File: src/rtl/alu_arbiter.sv
// Round-robin arbiter sharing one 32-bit ADD/SUB/AND/ORR alu between two valid/ready requesters.
// Latency: 2 cycles from accept to response valid; one operation in flight; responses hold until accepted.
// Optional feature macro: ALU_ARB_TIMEOUT_EN (drops an unaccepted response after TIMEOUT_CYCLES RESP cycles).

module alu (
    input  logic [31:0] a_i,
    input  logic [31:0] b_i,
    input  logic [1:0]  ctrl_i,
    output logic [31:0] result_o,
    output logic [3:0]  flags_o
);
    logic [31:0] b_eff;
    logic [32:0] sum;
    logic        c;
    logic        v;

    always_comb begin
        // SUB is A + ~B + 1, so C is "no borrow"
        b_eff    = ctrl_i[0] ? ~b_i : b_i;
        sum      = {1'b0, a_i} + {1'b0, b_eff} + {32'd0, ctrl_i[0]};
        result_o = sum[31:0];
        c        = 1'b0;
        v        = 1'b0;
        case (ctrl_i)
            2'b00, 2'b01: begin
                result_o = sum[31:0];
                c        = sum[32];
                v        = (a_i[31] == b_eff[31]) && (sum[31] != a_i[31]);
            end
            2'b10:   result_o = a_i & b_i;
            default: result_o = a_i | b_i;
        endcase
        flags_o = {result_o[31], (result_o == 32'd0), c, v};
    end
endmodule

module alu_arbiter #(
    parameter int WIDTH          = 32,
    parameter int TIMEOUT_CYCLES = 16
) (
    input  logic             clk,
    input  logic             reset,
    input  logic [1:0]       req_valid,
    output logic [1:0]       req_ready,
    input  logic [WIDTH-1:0] req_a0,
    input  logic [WIDTH-1:0] req_b0,
    input  logic [WIDTH-1:0] req_a1,
    input  logic [WIDTH-1:0] req_b1,
    input  logic [1:0]       req_op0,
    input  logic [1:0]       req_op1,
    output logic [1:0]       rsp_valid,
    input  logic [1:0]       rsp_ready,
    output logic [WIDTH-1:0] rsp_result,
    output logic [3:0]       rsp_flags,
    output logic             busy,
    output logic             err_timeout
);
    typedef enum logic [1:0] {IDLE, EXEC, RESP} state_t;

    localparam logic [7:0] TMO_LIMIT = 8'(TIMEOUT_CYCLES - 1);

    state_t           state_q, state_d;
    logic             last_grant_q;
    logic             owner_q;
    logic [WIDTH-1:0] a_q, b_q;
    logic [1:0]       op_q;
    logic [WIDTH-1:0] result_q;
    logic [3:0]       flags_q;

    logic             grant_vld;
    logic             grant_idx;
    logic             accept;
    logic             rsp_accept;
    logic             timeout_drop;
    logic [WIDTH-1:0] alu_result;
    logic [3:0]       alu_flags;

    alu u_alu (
        .a_i      (a_q),
        .b_i      (b_q),
        .ctrl_i   (op_q),
        .result_o (alu_result),
        .flags_o  (alu_flags)
    );

    // On a tie the requester that did not win last time gets the grant
    always_comb begin
        grant_vld = 1'b0;
        grant_idx = 1'b0;
        case (req_valid)
            2'b01: begin grant_vld = 1'b1; grant_idx = 1'b0;          end
            2'b10: begin grant_vld = 1'b1; grant_idx = 1'b1;          end
            2'b11: begin grant_vld = 1'b1; grant_idx = ~last_grant_q; end
            default: ;
        endcase
    end

    assign accept     = (state_q == IDLE) && grant_vld;
    assign rsp_accept = (state_q == RESP) && rsp_ready[owner_q];

    always_ff @(posedge clk) begin
        if (reset) state_q <= IDLE;
        else       state_q <= state_d;
    end

    always_comb begin
        state_d = state_q;
        case (state_q)
            IDLE:    if (accept) state_d = EXEC;
            EXEC:    state_d = RESP;
            RESP:    if (rsp_accept || timeout_drop) state_d = IDLE;
            default: state_d = IDLE;
        endcase
    end

    always_comb begin
        req_ready = 2'b00;
        rsp_valid = 2'b00;
        if (accept)            req_ready[grant_idx] = 1'b1;
        if (state_q == RESP)   rsp_valid[owner_q]   = 1'b1;
        busy = (state_q != IDLE);
    end

    always_ff @(posedge clk) begin
        if (reset) begin
            last_grant_q <= 1'b1;
            owner_q      <= 1'b0;
            a_q          <= '0;
            b_q          <= '0;
            op_q         <= 2'b00;
            result_q     <= '0;
            flags_q      <= 4'b0000;
        end else begin
            if (accept) begin
                owner_q      <= grant_idx;
                last_grant_q <= grant_idx;
                a_q          <= grant_idx ? req_a1  : req_a0;
                b_q          <= grant_idx ? req_b1  : req_b0;
                op_q         <= grant_idx ? req_op1 : req_op0;
            end
            if (state_q == EXEC) begin
                result_q <= alu_result;
                flags_q  <= alu_flags;
            end
        end
    end

    assign rsp_result = result_q;
    assign rsp_flags  = flags_q;

`ifdef ALU_ARB_TIMEOUT_EN
    logic [7:0] tmo_cnt_q;
    logic       err_q;

    // Acceptance on the limit cycle wins over the drop
    assign timeout_drop = (state_q == RESP) && !rsp_accept && (tmo_cnt_q == TMO_LIMIT);

    always_ff @(posedge clk) begin
        if (reset) begin
            tmo_cnt_q <= 8'd0;
            err_q     <= 1'b0;
        end else begin
            if (state_q != RESP)  tmo_cnt_q <= 8'd0;
            else if (!rsp_accept) tmo_cnt_q <= tmo_cnt_q + 8'd1;
            if (timeout_drop)     err_q     <= 1'b1;
        end
    end

    assign err_timeout = err_q;
`else
    logic unused_tmo;
    assign unused_tmo   = ^TMO_LIMIT;
    assign timeout_drop = 1'b0;
    assign err_timeout  = 1'b0;
`endif

endmodule

File: config.mk
export PLATFORM = sky130hd
export DESIGN_NAME = alu_arbiter
export DESIGN_NICKNAME = d
export VERILOG_FILES = /design/src/rtl/alu_arbiter.sv
export SDC_FILE = /design/constraint.sdc
export NUM_CORES = 1
export LEC_CHECK = 0
export BUFFER_PORTS_ARGS = -buffer_cell sky130_fd_sc_hd__buf_2
export CELL_PAD_IN_SITES_DETAIL_PLACEMENT = 1
export CELL_PAD_IN_SITES_GLOBAL_PLACEMENT = 1
export CORE_UTILIZATION = 30
export DETAILED_ROUTE_END_ITERATION = 10
export PLACE_DENSITY = 0.63
export SYNTH_ARGS = -nofsm -noshare
export SYNTH_HDL_FRONTEND = slang
export SYNTH_HIERARCHICAL = 1
export SYNTH_SLANG_ARGS = --single-unit
File: constraint.sdc
create_clock -name clk -period 5.4 [get_ports clk]
set_input_delay 0.54 -clock clk [delete_from_list [all_inputs] [get_ports clk]]
set_output_delay 0.54 -clock clk [all_outputs]
set_load 0.03 [all_outputs]
# Word level (Yosys, flattened, before mapping)
# Cells that the tools add are included.
totals:
  reg_bits: 106
  word_cells: 61
  inputBits: 138
classes:
  eq_ne: 11
  add_sub_neg: 2
  bitwise: 4
  n_reduce_logical: 12
  magnitude_cmp: 4
  muxes: 20
op_table:
  columns: ["op", "n"]
  rows:
  - ["$mux W32", 3]
  - ["$pmux W32 S2", 1]
  - ["$add A32 B32 Y33", 1]
  - ["$add A33 B1 Y33", 1]
  - ["$and A32 B32 Y32", 1]
  - ["$logic_not A32 Y1", 1]
  - ["$not A32 Y32", 1]
  - ["$or A32 B32 Y32", 1]
  - ["$mux W2", 5]
  - ["$eq A2 B2 Y1 const B", 4]
  - ["$mux W1", 7]
  - ["$eq A2 B1 Y1 const B", 3]
  - ["$pmux W2 S3", 1]
  - ["$logic_and A1 B1 Y1", 5]
  - ["$logic_not A2 Y1", 2]
  - ["$lt A1 B2 Y1 const B", 2]
  - ["$ne A2 B2 Y1 const B", 2]
  - ["$reduce_or A3 Y1", 1]
  - ["$demux W1 S1", 2]
  - ["$ge A1 B1 Y1 const B", 2]
  - ["$pmux W1 S2", 1]
  - ["$reduce_and A2 Y1", 1]
  - ["$reduce_bool A2 Y1", 1]
  - ["$reduce_or A2 Y1", 1]
  - ["3 further kinds", 3]

# Depth between registers and ports, before layout
depth:
  depth_word: 7
  ltp_mapped: 20

# By module
# The synthesis kept the hierarchy.
by_module_without_submodules:
  columns: ["module", "seq_area_each_um2", "cells_each", "area_per_inst_um2", "instances"]
  rows:
  - ["alu_arbiter", 2122.0, 563, 4403.0, 1]
  - ["alu", 0.0, 451, 3111.7, 1]

# Worst setup path after synthesis
# Ideal clock, no wire load.
synth_path:
  kind: "register -> register"
  from: "reg op_q[0]"
  to: "reg flags_q[2] (netlist: rsp_flags[2])"
  setup_ns: 0.070
  stages_incl_launch_ff: 19
  arrival_ns: 4.579
  slack_ns: 0.751
  n_path_buf: 4
  required_ns: 5.330
  period_less_slack_ns: 4.649
  cell_sequence: "dfxtp_1 -> clkbuf_1 -> clkbuf_1 -> clkbuf_1 -> buf_1 -> xor2_1 -> inv_1 -> fa_1 -> nand3b_1 -> a21oi_1 -> o211ai_1 -> a2111oi_0 -> or3_1 -> mux2_2 -> a21oi_1 -> o2111ai_1 -> nor4_2 -> nand2_1 -> a21oi_1"
synth_between:
  elab_chain_len: 5
  elab_cells_between_ends: 9
  cone_classes: "2 x add/sub; 2 x eq/ne; 2 x mux; 3 x reduce/logical"
synth_rtl:
  columns: ["element", "line_no", "rtl"]
  rows:
  - ["start: declaration", "66", "logic [1:0] op_q;"]
  - ["start signal: assignment", "139", "op_q <= grant_idx ? req_op1 : req_op0;"]
  - ["$mux W32", "19", "b_eff = ctrl_i[0] ? ~b_i : b_i;"]
  - ["$add A32 B32 Y33", "20", "sum = {1'b0, a_i} + {1'b0, b_eff} + {32'd0, ctrl_i[0]};"]
  - ["$add A33 B1 Y33", "20", null]
  - ["$pmux W32 S2 (*)", "24", "case (ctrl_i)"]
  - ["$logic_not A32 Y1 (*)", "33", "flags_o = {result_o[31], (result_o == 32'd0), c, v};"]
  - ["named net alu_flags[2]", "76", "logic [3:0] alu_flags;"]
  - ["end signal: assignment", "143", "flags_q <= alu_flags;"]
  - ["end: declaration", "68", "logic [3:0] flags_q;"]
# The timed path passes the listed nets; every way through them passes the cells marked *.
# A chain may end at the register's enable or synchronous reset.

# Final worst setup path
layout_path:
  from: "reg op_q[0]"
  to: "reg flags_q[2] (netlist: rsp_flags[2])"
layout_between:
  elab_chain_len: 5
  elab_cells_between_ends: 9
  cone_classes: "2 x add/sub; 2 x eq/ne; 2 x mux; 3 x reduce/logical"
layout_rtl:
  columns: ["element", "line_no", "rtl"]
  rows:
  - ["$mux W32", "19", null]
  - ["$add A32 B32 Y33", "20", null]
  - ["$add A33 B1 Y33", "20", null]
  - ["$pmux W32 S2 (*)", "24", null]
  - ["named net alu_result[29]", "75", "logic [WIDTH-1:0] alu_result;"]
  - ["$logic_not A32 Y1 (*)", "33", null]
  - ["named net alu_flags[2]", "76", null]
# Marks and branches as above.

==> results.yml <==
synthesis:
  netlist_top_cells_count: "138 x nand3_1, 123 x nand2_1, 106 x dfxtp_1"
  synth_fp_nets: 1192
  synth-warning-count: 6
  synth_top_flop_cell: "dfxtp_1"
  postSynthCellCount: 1014
  yosysSeqAreaShare_pct: 28.2
  synth_top_area_share_pct: 28.2
  synth_cell_types: 72
  synth_most_common_cell: "nand3_1"
  yosys-top-cells-area: "dfxtp_1 28%, nand3_1 9.2%, ha_1 6.5%"
  ys_ff_latch: 106
  async_reset_ff_share_pct: 0
  synth_area_um2: 7510
  synth_top_area_cell: "dfxtp_1"
  synth_edf_count: 0
  postSynthAreaPerCell_um2: 7.41
power:
  p_leak_nw: 3.64
  finalPower_mw: 2.65
  p_per_area_nw_per_um2: 300
  irDropWorstVdd_v: 0.000170
floorplan:
  core_region_area_um2: 24500
  dieHeight_um: 160
  die_area_um2: 25700
  rows: 57
  start_util_pct: 30.7
  die_w_um: 160
  pin_count: 180
final_layout:
  drive_above_1_share_pct: 20.3
  diodes: 0
  nNetsFinal: 1306
  area_growth_pct: 17.5
  fin_util_pct: 36.1
  fin_area_um2: 8830
timing:
  tns_ps: 0
  finClkSkew_ps: 11.9
  hold_viol_final: 0
  fmax_mhz: 242
  min_period_ps: 4140
  max_slew.worst_pin.slew_ps: 1140
  worst_hold_slack_ps: 432
  slew_headroom_pct: 23.6
  period_share_pct: 76.6
  slew_viol_final: 0
  final-setup-viol-count: 0
  rsz0062_at_grt: "no"
detailed_routing:
  drtIter0Drc: 399
  drc: 0
  post_drt_wl_per_cell_um: 19.2
  drt_first_pass_iters: 4
  via_per_inst: 5.46
  num_vias: 7962
  drtAntennaViolNets: 0
  drt_wl_total_um: 27900
setup_path:
  crit_fanout: 53
  arrival_ps: 4420
  end_kind: "flip-flop"
  criticalPathCategory: "flip-flop to flip-flop"
  cp.required_ps: 5690
  critPathLaunchType: "flip-flop"
global_route:
  antenna_found_initial: 0
  grt.total_usage_pct: 21.8
  grt_max_degree: 69
  grt_pass1_vias: 8038
  grt_pass1_wl_um: 44700
  globalRouteOverflowTotal: 0
cts:
  clkLatencyLatePin_ps: 370
  hold_buffers: 0
  cts_buffers: 9
  cts_resized: 0
  post_cts_buffers: 0
  h-tree-depth: 3
  cts-root-buf: "clkbuf_16"
  cts_tree: "built"
  numClockSinks: 106
  clkTransAtPathRegs_ps: 80
  clockBufferDepth: 2
hold_path:
  hold_class: "input pin to flip-flop"
place:
  hpwl_um: 21100
  placed_cell_area_um2: 8540
  port_buffers: 178
  place_congestion: 0.890
flow_run:
  cap_violations: 0
status:
  outcome: "finished clean"
[path summary, 6_finish.rpt]
path              slack [ps]  cells past startpoint             end            from
setup / recovery        1260                     14    rsp_flags[2]         op_q[0]
hold / removal           430                      3          b_q[3]       req_b0[3]
setup reg to reg        1260                     14    rsp_flags[2]         op_q[0]
hold reg to reg          450                      2  rsp_result[13]  rsp_result[13]
[cell families (layout without fill, tap and decap cells)]
| logic type | Yosys count | after routing | synth area share, % |
|---|---|---|---|
| other cells | 1 | 1 | 0.0499 |
| compound gates | 329 | 329 | 26.1 |
| fa+ha+maj | 62 | 62 | 9.69 |
| buf+inv | 103 | 222 | 6.18 |
| flops | 106 | 106 | 28.2 |
| mux | 7 | 7 | 0.999 |
| xor+xnor | 49 | 49 | 5.71 |
| simple gates | 357 | 357 | 23.0 |
[cell type report]
| type | instances | area [um^2] |
|---|---|---|
| Fill cell | 3069 | 15600 |
| Multi-Input combinational cell | 805 | 4960 |
| Sequential cell | 106 | 2120 |
| Inverter | 15 | 56.3 |
| Clock buffer | 10 | 239 |
| Timing Repair Buffer | 191 | 1000 |
| Clock inverter | 6 | 50.0 |
| Tap cell | 324 | 405 |
[power breakdown]
group | switching [mW] | internal, mW | leakage (nW)
combinational | 0.661 | 0.376 | 2.63
sequential | 0.0886 | 0.857 | 0.869
clock | 0.333 | 0.331 | 0.141
total | 1.08 | 1.56 | 3.64
[sequential cells by signal, indices dropped and copies added (netlist names)]
register	flops
op_q	2
b_q	32
rsp_result	32
a_q	32
state_q	2
owner_q	1
last_grant_q	1
rsp_flags	4
[metrics by stage]
| step | setup WS (ps) | std cells |
|---|---|---|
| after CTS | 1270 | 1457 |
| after detailed placement | 1320 | 1441 |
| after floorplan | 751 | 1014 |
| after global placement | 1400 | 1441 |
| after global routing | 971 | 1457 |
| final | 1260 | 1457 |
[cell usage in the layout, fill, tap and decap left out, types with 3 or more instances in the layout]
cell	Yosys	final
a21boi_0	3	3
a21o_1	8	8
a21oi_1	77	77
a31o_2	3	3
a31oi_1	75	75
and3_1	7	7
and3b_1	3	3
buf_2	35	178
buf_4	7	12
clkbuf_16	0	9
clkinv_4	0	3
dfxtp_1	106	105
ha_1	39	39
inv_1	13	13
maj3_1	22	22
mux2i_1	5	5
nand2_1	123	123
nand2b_1	8	7
nand3_1	138	138
nand3b_1	3	3
nand4_1	9	9
nor2_1	25	25
nor2b_1	4	3
nor3_1	12	12
nor4_1	3	3
o2111ai_1	3	3
o211ai_1	10	10
o21a_1	6	6
o21ai_0	47	47
o21ai_1	68	68
o22ai_1	3	3
o31ai_1	4	4
or3_1	6	6
xnor2_1	13	13
xor2_1	36	36
[critical path, stage by stage, from the launching register on]
cell	delay, ps
dfxtp_2	600
buf_12	320
xor2_1	180
ha_1	330
a21oi_1	240
o21ai_0	180
a221oi_1	550
a211oi_2	200
o21a_1	240
o221a_1	290
nor4b_2	280
nand4bb_1	140
nor4_2	260
nand2_1	70
a21oi_1	140
[metal layers]
layer	vias to the layer above	track usage, %	share of wire [%]
li1	3930	-	-
met1	3829	33.3	53
met2	182	31.2	41
met3	21	2.99	4.1
met4	0	6.15	1.5
met5	-	0	0
Power figures use the tool's default switching activity.
